<file path="src/rtl/wb_pulse_gen.sv">
// Wishbone-programmable multi-channel pulse/burst generator for calibration stimulus.
// Latency: bus ack one cycle after request; first active output one edge after the START commit edge.
// Backpressure: none; every access is acked one cycle after request, writes commit on that edge.
module wb_pulse_gen #(
   parameter int OUT_WIDTH = 8,
   parameter int CNT_W     = 16
) (
   input  logic                 wb_clk_i,
   input  logic                 wb_rst_i,
   input  logic [31:0]          wb_dat_i,
   output logic [31:0]          wb_dat_o,
   input  logic [31:0]          wb_adr_i,
   input  logic                 wb_we_i,
   input  logic [3:0]           wb_sel_i,
   input  logic                 wb_cyc_i,
   input  logic                 wb_stb_i,
   output logic                 wb_ack_o,
   output logic [OUT_WIDTH-1:0] sig_out_o,
   output logic                 busy_o
);

   typedef enum logic {ST_IDLE, ST_RUN} state_t;

   localparam logic [2:0] IDX_CTRL   = 3'd0;
   localparam logic [2:0] IDX_STATUS = 3'd1;
   localparam logic [2:0] IDX_PERIOD = 3'd2;
   localparam logic [2:0] IDX_WIDTH  = 3'd3;
   localparam logic [2:0] IDX_COUNT  = 3'd4;
   localparam logic [2:0] IDX_MASK   = 3'd5;
   localparam logic [2:0] IDX_IDLE   = 3'd6;

   // Programming registers
   logic                 cont_reg;
   logic [CNT_W-1:0]     period_reg;
   logic [CNT_W-1:0]     width_reg;
   logic [CNT_W-1:0]     count_reg;
   logic [OUT_WIDTH-1:0] mask_reg;
   logic [OUT_WIDTH-1:0] idle_reg;
   logic                 done_reg;

   // Run-time shadows, frozen at START so later writes cannot disturb a run
   state_t               state;
   logic [CNT_W-1:0]     p_sh;
   logic [CNT_W-1:0]     width_sh;
   logic [CNT_W-1:0]     count_sh;
   logic [OUT_WIDTH-1:0] mask_sh;
   logic                 cont_sh;
   logic [CNT_W-1:0]     phase;
   logic [CNT_W-1:0]     pcnt;

   logic       acc;
   logic       wr;
   logic       rd;
   logic [2:0] idx;
   logic       start_req;
   logic       stop_req;
   logic       active;
   logic [31:0] rd_mux;
   logic       unused_adr_bits;

   // A new access is one not already being acked; this blocks back-to-back double acks
   assign acc       = wb_cyc_i & wb_stb_i & ~wb_ack_o;
   assign wr        = acc & wb_we_i;
   assign rd        = acc & ~wb_we_i;
   assign idx       = wb_adr_i[4:2];
   // STOP outranks START when both are set in the same write
   assign stop_req  = wr && (idx == IDX_CTRL) && wb_sel_i[0] && wb_dat_i[1];
   assign start_req = wr && (idx == IDX_CTRL) && wb_sel_i[0] && wb_dat_i[0] && !wb_dat_i[1];
   assign active    = (phase < width_sh);
   assign busy_o    = (state == ST_RUN);
   assign unused_adr_bits = ^{wb_adr_i[31:5], wb_adr_i[1:0]};

   // Byte-lane merge of write data into an existing register value
   function automatic logic [31:0] merge(input logic [31:0] old, input logic [31:0] dat,
                                         input logic [3:0] sel);
      logic [31:0] r;
      r = old;
      for (int b = 0; b < 4; b++) begin
         if (sel[b]) r[8*b +: 8] = dat[8*b +: 8];
      end
      return r;
   endfunction

   // Read data selection; unmapped words and unused bits read as zero
   always_comb begin
      rd_mux = 32'd0;
      case (idx)
         IDX_CTRL:   rd_mux = {29'd0, cont_reg, 2'b00};
         IDX_STATUS: rd_mux = {30'd0, done_reg, busy_o};
         IDX_PERIOD: rd_mux = 32'(period_reg);
         IDX_WIDTH:  rd_mux = 32'(width_reg);
         IDX_COUNT:  rd_mux = 32'(count_reg);
         IDX_MASK:   rd_mux = 32'(mask_reg);
         IDX_IDLE:   rd_mux = 32'(idle_reg);
         default:    rd_mux = 32'd0;
      endcase
   end

   // Registered ack and read data
   always_ff @(posedge wb_clk_i) begin
      if (wb_rst_i) begin
         wb_ack_o <= 1'b0;
         wb_dat_o <= 32'd0;
      end else begin
         wb_ack_o <= acc;
         wb_dat_o <= rd ? rd_mux : 32'd0;
      end
   end

   // Programming register writes, committed on the ack edge
   always_ff @(posedge wb_clk_i) begin
      if (wb_rst_i) begin
         cont_reg   <= 1'b0;
         period_reg <= '0;
         width_reg  <= '0;
         count_reg  <= '0;
         mask_reg   <= '0;
         idle_reg   <= '0;
      end else if (wr) begin
         case (idx)
            IDX_CTRL:   if (wb_sel_i[0]) cont_reg <= wb_dat_i[2];
            IDX_PERIOD: period_reg <= CNT_W'(merge(32'(period_reg), wb_dat_i, wb_sel_i));
            IDX_WIDTH:  width_reg  <= CNT_W'(merge(32'(width_reg),  wb_dat_i, wb_sel_i));
            IDX_COUNT:  count_reg  <= CNT_W'(merge(32'(count_reg),  wb_dat_i, wb_sel_i));
            IDX_MASK:   mask_reg   <= OUT_WIDTH'(merge(32'(mask_reg), wb_dat_i, wb_sel_i));
            IDX_IDLE:   idle_reg   <= OUT_WIDTH'(merge(32'(idle_reg), wb_dat_i, wb_sel_i));
            default:    ;
         endcase
      end
   end

   // Run FSM, period/pulse counters, sticky done flag and registered drive vector
   always_ff @(posedge wb_clk_i) begin
      if (wb_rst_i) begin
         state     <= ST_IDLE;
         p_sh      <= '0;
         width_sh  <= '0;
         count_sh  <= '0;
         mask_sh   <= '0;
         cont_sh   <= 1'b0;
         phase     <= '0;
         pcnt      <= '0;
         done_reg  <= 1'b0;
         sig_out_o <= '0;
      end else begin
         // Idle level is always taken live; only the mask comes from the run shadow
         sig_out_o <= ((state == ST_RUN) && active) ? (idle_reg ^ mask_sh) : idle_reg;

         // Clear first so that a completion on the same edge wins
         if (wr && (idx == IDX_STATUS)) done_reg <= 1'b0;

         case (state)
            ST_IDLE: begin
               if (start_req) begin
                  p_sh     <= (period_reg < CNT_W'(2)) ? CNT_W'(2) : period_reg;
                  width_sh <= width_reg;
                  count_sh <= count_reg;
                  mask_sh  <= mask_reg;
                  cont_sh  <= wb_dat_i[2];
                  phase    <= '0;
                  pcnt     <= '0;
                  // A zero-length burst finishes immediately without entering RUN
                  if (!wb_dat_i[2] && (count_reg == '0)) done_reg <= 1'b1;
                  else                                   state    <= ST_RUN;
               end
            end
            ST_RUN: begin
               if (stop_req) begin
                  state <= ST_IDLE;
               end else if (phase == p_sh - CNT_W'(1)) begin
                  phase <= '0;
                  pcnt  <= pcnt + CNT_W'(1);
                  if (!cont_sh && ((pcnt + CNT_W'(1)) == count_sh)) begin
                     state    <= ST_IDLE;
                     done_reg <= 1'b1;
                  end
               end else begin
                  phase <= phase + CNT_W'(1);
               end
            end
            default: state <= ST_IDLE;
         endcase
      end
   end

endmodule

</file>
<file path="config.mk">
export PLATFORM = sky130hd
export DESIGN_NAME = wb_pulse_gen
export DESIGN_NICKNAME = d
export VERILOG_FILES = /design/src/rtl/wb_pulse_gen.sv
export SDC_FILE = /design/constraint.sdc
export NUM_CORES = 1
export LEC_CHECK = 0
export CORE_MARGIN = 1
export CORE_UTILIZATION = 40
export DETAILED_ROUTE_END_ITERATION = 7
export HOLD_SLACK_MARGIN = 0.02
export PLACE_DENSITY = 0.68
export SLEW_MARGIN = 30
export SYNTH_ARGS = -nofsm -noshare
export SYNTH_HDL_FRONTEND = slang
export SYNTH_SLANG_ARGS = --single-unit
</file>
<file path="constraint.sdc">
create_clock -name wb_clk_i -period 2.7 [get_ports wb_clk_i]
set_clock_uncertainty 0.2 [all_clocks]
set_input_delay 0.675 -clock wb_clk_i [delete_from_list [all_inputs] [get_ports wb_clk_i]]
set_output_delay 0.675 -clock wb_clk_i [all_outputs]
set_load 0.1 [all_outputs]
</file>
==> out/results.ini, run 1 <==
[layout]
seq_area_mm2 = 0.00363
instances_no_fill = 1532
antennaDiodeCount = 0
nFillCells = 2032
layout-drive-gt1-share_pct = 18.8
postLayoutCoreUtil_pct = 51.9
syn2layout_area_growth_pct = 26.3
multi_input_area_mm2 = 0.00514
nets = 1330

[placement]
dpl.cell_count = 1492
port_buffers = 51
gp_congestion = 0.870
dp_hpwl_mm = 18.2
preCtsSetupSlack_ns = -0.485

[timing]
slew_headroom_pct = 44.6
finalSetupViolations = 32
finalHoldViolations = 0
tightest_slew_ns = 0.825
fin_crit_ns = 2.97
rsz0062_at_grt = yes
fin_crit_sh_pct = 110
slew_violations = 0
fmax_ghz = 0.337
fin_ws_ns = -0.269
setup_tns_ns = -5.82

[synth]
synthSimpleGateAreaFrac_pct = 23.1
synth-edff-count = 0
synth-seq-cells = 181
ys_types = 71
synth_xor_area_share_pct = 6.00
synthCells = 1107
synth_compound_area_share_pct = 13.2
ys.flop_type = dfxtp_1
synth_top_family_by_area = simple AND/OR/NAND/NOR gates
synthMuxAreaShare_pct = 9.76
ys_warn_count = 0
syn-cell-area_mm2 = 0.00905
synthArstFlopShare_pct = 0
synth-seq-area-share_pct = 40.0
syn_area_per_cell_um2 = 8.18
synth-adder-area-share_pct = 2.49

[floorplanning]
die_area_mm2 = 0.0232
die_height_um = 152
std_cell_rows = 54
io_pins = 115
start_util_pct = 41.1
die_w_um = 152
coreArea_mm2 = 0.0220

[detailed_routing]
first_pass_iters = 8
top_layer = met4
ant_nets = 0
drt-initial-drc-count = 701
vias_per_cell = 5.45
drt-total-wl_mm = 25.3
dr_wl_met2_mm = 11.8
drc = 1
wl_met3_mm = 1.45
vias = 8354
wl_met1_mm = 11.3
wl_per_cell_um = 16.5

[flow_run]
cap_violations = 0

[setup_path]
path_class = reg2reg
crit_path_end_kind = flop
critical_path.startpoint_type = flop
path_cells = xor2_1 -> nor2_1 -> o311a_1 -> a2111oi_4 -> nand4_1 -> buf_6 -> nand2b_4 -> or4b_1 -> nand3_1
cpMaxStageDelayCell = or4b_1
worstPathRequired_ns = 2.87
cpPeakStageDelay_ns = 0.48
critPathMaxFanout = 7
crit_arrival_ns = 3.14

[global_routing]
antenna_found_initial = 0
grt_pass1_wl_mm = 40.8
grt.total_usage_pct = 21.9
grt_pass1_vias = 8037
overflow = 0
grt_max_degree = 85

[status]
violations = design-rule violations, negative setup slack
outcome = finished, violations left

[clock_network]
clk_pin_slew_ns = 0.07
clkLatencyLatePin_ns = 0.44
htreeDepth = 4
cts_made_buffers = 17
cts_buffer_depth = 2
cts_tree = built
clockRootBuffer = clkbuf_16
clkSinkCount = 181

[pwr]
powerDensity_mw_per_mm2 = 483
p_leak_nw = 4.49
max-vdd-ir-drop_mv = 0.449
totalPowerFinal_w = 0.00552

[worst_hold_path]
hold_class = reg2reg

final timing paths:
check                           depth (start not counted)  slack, ns     start        to
worst max-delay path                                    9      -0.27   p_sh[7]  pcnt[15]
worst min-delay path                                    1       0.25  wb_ack_o  wb_ack_o
worst max register to register                          9      -0.27   p_sh[7]  pcnt[15]
worst min register to register                          1       0.25  wb_ack_o  wb_ack_o
cells in the final DEF, fill, tap and decap left out, types with 4 or more instances in the layout:
cell,instances
a21o_1,5
conb_1,16
inv_1,24
a222oi_1,5
nand2_1,163
nand2b_1,10
dfxtp_1,177
xnor2_1,40
a22oi_1,5
or4_1,6
a31oi_1,14
buf_12,9
mux2i_1,77
inv_6,4
ha_1,17
nor2b_1,5
clkdlybuf4s50_1,21
nor3_1,16
nor4_1,15
buf_4,143
nand3b_1,4
xor2_1,22
a221oi_1,4
and3_1,7
nand4_1,13
or3_1,8
nand3_1,29
clkinv_8,7
buf_6,4
mux2_2,9
a22o_1,6
a21oi_1,93
clkbuf_16,19
o21ai_0,17
nor2_1,153
stage by stage:
stage | hold WS [ns] | area, um2
after floorplan | 0.233 | 9180
after global placement | 0.232 | 10600
after detailed placement | 0.228 | 10600
after CTS | 0.241 | 11300
after global routing | 0.262 | 11400
final | 0.246 | 11400
synth_stat cells (7+ instances only):
cell / n / area (um2)
a21oi_1: 96 / 480
o21ai_0: 17 / 85.1
mux2i_1: 77 / 771
mux2_2: 9 / 101
ha_1: 18 / 225
xor2_1: 22 / 193
a31oi_1: 14 / 87.6
buf_1: 7 / 26.3
xnor2_1: 40 / 350
nor4_1: 15 / 93.8
nor2_1: 154 / 578
clkbuf_1: 57 / 214
nand2b_1: 11 / 68.8
nand2_1: 163 / 612
nand4_1: 13 / 81.3
buf_4: 17 / 128
or3_1: 9 / 56.3
and3_1: 7 / 43.8
nand3_1: 29 / 145
inv_1: 26 / 97.6
nor3_1: 17 / 85.1
dfxtp_1: 181 / 3620
area by class of cell:
class	count	share of cell area, %
Inverter	26	0.854
Sequential cell	181	31.8
Clock buffer	18	3.84
Timing Repair Buffer	182	14.0
Clock inverter	14	1.58
Multi-Input combinational cell	831	44.9
Tap cell	280	3.06
kinds of logic after synthesis:
| kind of cell | after synthesis |
|---|---|
| and+or+nand+nor | 457 |
| other | 1 |
| xor gates and xnor gates | 62 |
| muxes | 87 |
| buffers and inverters | 111 |
| adders and majority gates | 18 |
| DFF | 181 |
| AOI/OAI and AO/OA | 190 |
per-layer routing:
layer  vias up  GRT usage (%)
li1       4073              -
met2       286           35.5
met5         -              0
met3        54           4.21
met4         0           8.80
met1      3941           28.6
worst max-delay path, delay by kind of cell (launching register included):
family | cells | cell delay [ns]
AND/OR/NAND/NOR | 5 | 0.99
buffers and inverters | 1 | 0.16
XOR/XNOR | 1 | 0.40
flip-flops | 1 | 0.47
AO/OA/AOI/OAI | 2 | 0.67
where the power goes:
group	internal, W	leakage [nW]	switching (W)
Combinational	0.0000924	2.73	0.000235
Sequential	0.00267	1.46	0.00000549
Clock	0.00128	0.299	0.00123
repair_timing:
action,4_1_cts,5_1_grt
resized for setup,12,12
cloned,2,2
endpoints found under the setup margin,35,81
pin swaps,16,8
buffers inserted,2,2
hold buffers,0,0
Note: power is estimated with default switching activity, not from simulation.
==> run 2: changes to the inputs <==
--- a/config.mk
+++ b/config.mk
@@ -8,8 +8,9 @@
 export CORE_MARGIN = 1
 export CORE_UTILIZATION = 40
 export DETAILED_ROUTE_END_ITERATION = 7
+export DONT_BUFFER_PORTS = 1
 export HOLD_SLACK_MARGIN = 0.02
-export PLACE_DENSITY = 0.68
+export PLACE_DENSITY = 0.61
 export SLEW_MARGIN = 30
 export SYNTH_ARGS = -nofsm -noshare
 export SYNTH_HDL_FRONTEND = slang
==> run 2 against run 1 <==
Net effect: the run ends with negative setup slack left; routed wire length decreased by 0.21%; sequential cell count unchanged; register-to-register slack improved by 0.05 ns; die area unchanged; clock power about the same; worst setup slack improved by 0.052 ns; final cell count decreased by 3.1%; non-clock buffer count decreased by 47; worst hold slack got worse by 0.15 ns; fmax increased by 1.8%; critical path depth increased by 3; global-route usage decreased by 0.32 points; critical endpoint unchanged; largest power group unchanged; highest routed layer unchanged.
==> out/results.ini, run 2 (same netlist as run 1, synthesis figures left out) <==
[timing]
slew_violations = 0  ; unchanged
tightest_slew_ns = 0.753  ; was 0.825 ns
fin_crit_sh_pct = 108  ; was 110%
finalHoldViolations = 0  ; unchanged
fin_ws_ns = -0.216  ; was -0.269 ns
fin_crit_ns = 2.92  ; was 2.97 ns
rsz0062_at_grt = yes  ; unchanged
slew_headroom_pct = 49.5  ; was 44.6%
finalSetupViolations = 34  ; was 32
whs_ns = 0.0916  ; was 0.246 ns
fmax_ghz = 0.343  ; was 0.337 GHz
setup_tns_ns = -4.95  ; was -5.82 ns

[setup_path]
crit_arrival_ns = 3.10  ; was 3.14 ns
cpPeakStageDelay_ns = 0.48  ; about the same
reg2regPathDepth = 12  ; was 9
rrSetupSlack_ns = -0.22  ; was -0.27 ns
crit_path_end_kind = flop  ; unchanged
cp_common_cell = buf_6
path_cells = inv_2 -> ha_4 -> nor3b_4 -> buf_6 -> nand3_4 -> or4_4 -> a221oi_2 -> nand4_1 -> buf_6 -> nand2b_4 -> or4b_1 -> nand3_1  ; was xor2_1 -> nor2_1 -> o311a_1 -> a2111oi_4 -> nand4_1 -> buf_6 -> nand2b_4 -> or4b_1 -> nand3_1
cpMaxStageDelayCell = or4b_1  ; unchanged
critPathMaxFanout = 6  ; was 7
critical_path.startpoint_type = flop  ; unchanged
reg2reg_to = pcnt[15]  ; unchanged
worstPathRequired_ns = 2.88  ; was 2.87 ns
reg2reg_from = p_sh[1]  ; was p_sh[7]
path_class = reg2reg  ; unchanged

[clock_network]
clk_pin_slew_ns = 0.08  ; was 0.07 ns
htreeDepth = 4  ; unchanged
cts_made_buffers = 17  ; unchanged
clkSinkCount = 181  ; unchanged
cts_buffer_depth = 2  ; unchanged
clockRootBuffer = clkbuf_16  ; unchanged
cts_tree = built  ; unchanged
clkLatencyLatePin_ns = 0.45  ; was 0.44 ns

[floorplanning]
die_area_mm2 = 0.0232  ; unchanged
die_height_um = 152  ; unchanged
die_w_um = 152  ; unchanged
coreArea_mm2 = 0.0220  ; unchanged
io_pins = 115  ; unchanged
start_util_pct = 41.1  ; unchanged
std_cell_rows = 54  ; unchanged

[layout]
layout_commonest_cell = dfxtp_1  ; unchanged
syn2layout_area_growth_pct = 23.4  ; was 26.3%
layout_common_cells = dfxtp_1, nand2_1, nor2_1  ; unchanged
antennaDiodeCount = 0  ; unchanged
layout-drive-gt1-share_pct = 19.3  ; was 18.8%
instances_no_fill = 1485  ; was 1532
postLayoutCoreUtil_pct = 50.7  ; was 51.9%
nets = 1283  ; was 1330

[pwr]
p_leak_nw = 4.27  ; was 4.49 nW
totalPowerFinal_w = 0.00538  ; was 0.00552 W
powerDensity_mw_per_mm2 = 482  ; was 483 mW/mm2
max-vdd-ir-drop_mv = 0.504  ; was 0.449 mV

[flow_run]
cap_violations = 0  ; unchanged

[worst_hold_path]
hold_path.startpoint = wb_rst_i  ; was wb_ack_o
whs_path_depth = 1  ; unchanged
hold_class = in2reg  ; was reg2reg
hold_end = pcnt[9]  ; was wb_ack_o

[status]
violations = negative setup slack  ; was design-rule violations, negative setup slack
outcome = finished, violations left  ; unchanged

[global_routing]
grt_pass1_vias = 7376  ; was 8037
grt_max_degree = 158  ; was 85
grt_pass1_wl_mm = 39.9  ; was 40.8 mm
grt.total_usage_pct = 21.6  ; was 21.9%
overflow = 0  ; unchanged
antenna_found_initial = 0  ; unchanged

[detailed_routing]
drt-total-wl_mm = 25.3  ; about the same
drc = 0  ; was 1
first_pass_iters = 8  ; unchanged
vias_per_cell = 5.41  ; was 5.45
vias = 8034  ; was 8354
ant_nets = 0  ; unchanged
wl_per_cell_um = 17.0  ; was 16.5 um
drt-initial-drc-count = 688  ; was 701

[placement]
dp_hpwl_mm = 17.4  ; was 18.2 mm
gp_congestion = 0.835  ; was 0.870
port_buffers = 0  ; was 51
dpl.cell_count = 1442  ; was 1492

## run 2: cell type report
class                   count  area, um2
inverters                  26       97.6
fillers                  2124      10900
multi-input cells         831       5300
repair buffers            135       1180
flip-flops and latches    181       3630
well taps                 280        350
clock buffers              18        429
clock inverters            14        183
## run 2: routing by layer
metal / share of wire [%] / routed length (um) / global-route usage [%] / up-vias
met3: 4.3 / 1100 / 3.56 / 19
met1: 47 / 11900 / 29.8 / 3851
met2: 48 / 12000 / 34.8 / 194
li1: - / - / - / 3970
met5: 0 / 0 / 0 / -
met4: 1.0 / 265 / 5.72 / 0
## run 2: critical path, delay by kind of cell, from the launching register on
family                   cells  cell delay [ns]
flip-flops                   1             0.34
buffers and inverters        3             0.38
AND/OR/NAND/NOR              7             1.57
AO/OA/AOI/OAI                1             0.24
adder cells (fa/ha/maj)      1             0.13
## run 2: power by group
group	internal [W]	total, W	leakage, nW	switching [W]
clock	0.00126	0.00251	0.293	0.00125
sequential	0.00267	0.00268	1.46	0.00000544
combinational	0.0000453	0.000202	2.52	0.000157
## run 2: metrics by stage
stage	worst slack, ns	area (um2)
6_report	-0.216	11200
5_1_grt	-0.310	11200
4_1_cts	-0.204	10900
3_5_place_dp	-0.283	10100
3_3_place_gp	-0.272	10100
2_1_floorplan	-0.0127	9180
## run 2: worst max-delay path by stage
stage	slack [ns]	depth (start not counted)	end	startpoint
floorplan	-0.01	11	pcnt[11]	p_sh[1]
global placement	-0.27	12	phase[11]	p_sh[1]
detailed placement	-0.28	12	pcnt[1]	p_sh[1]
CTS	-0.20	12	pcnt[15]	p_sh[0]
global route	-0.31	12	pcnt[15]	p_sh[1]
finish	-0.22	12	pcnt[15]	p_sh[1]
## run 2: what timing repair did
action / CTS / global route
pin swaps: 21 / 27
gates resized for setup: 14 / 52
cloned: 3 / 1
buffers inserted: 6 / 3
endpoints found under the setup margin: 33 / 42
hold buffers: 0 / 0
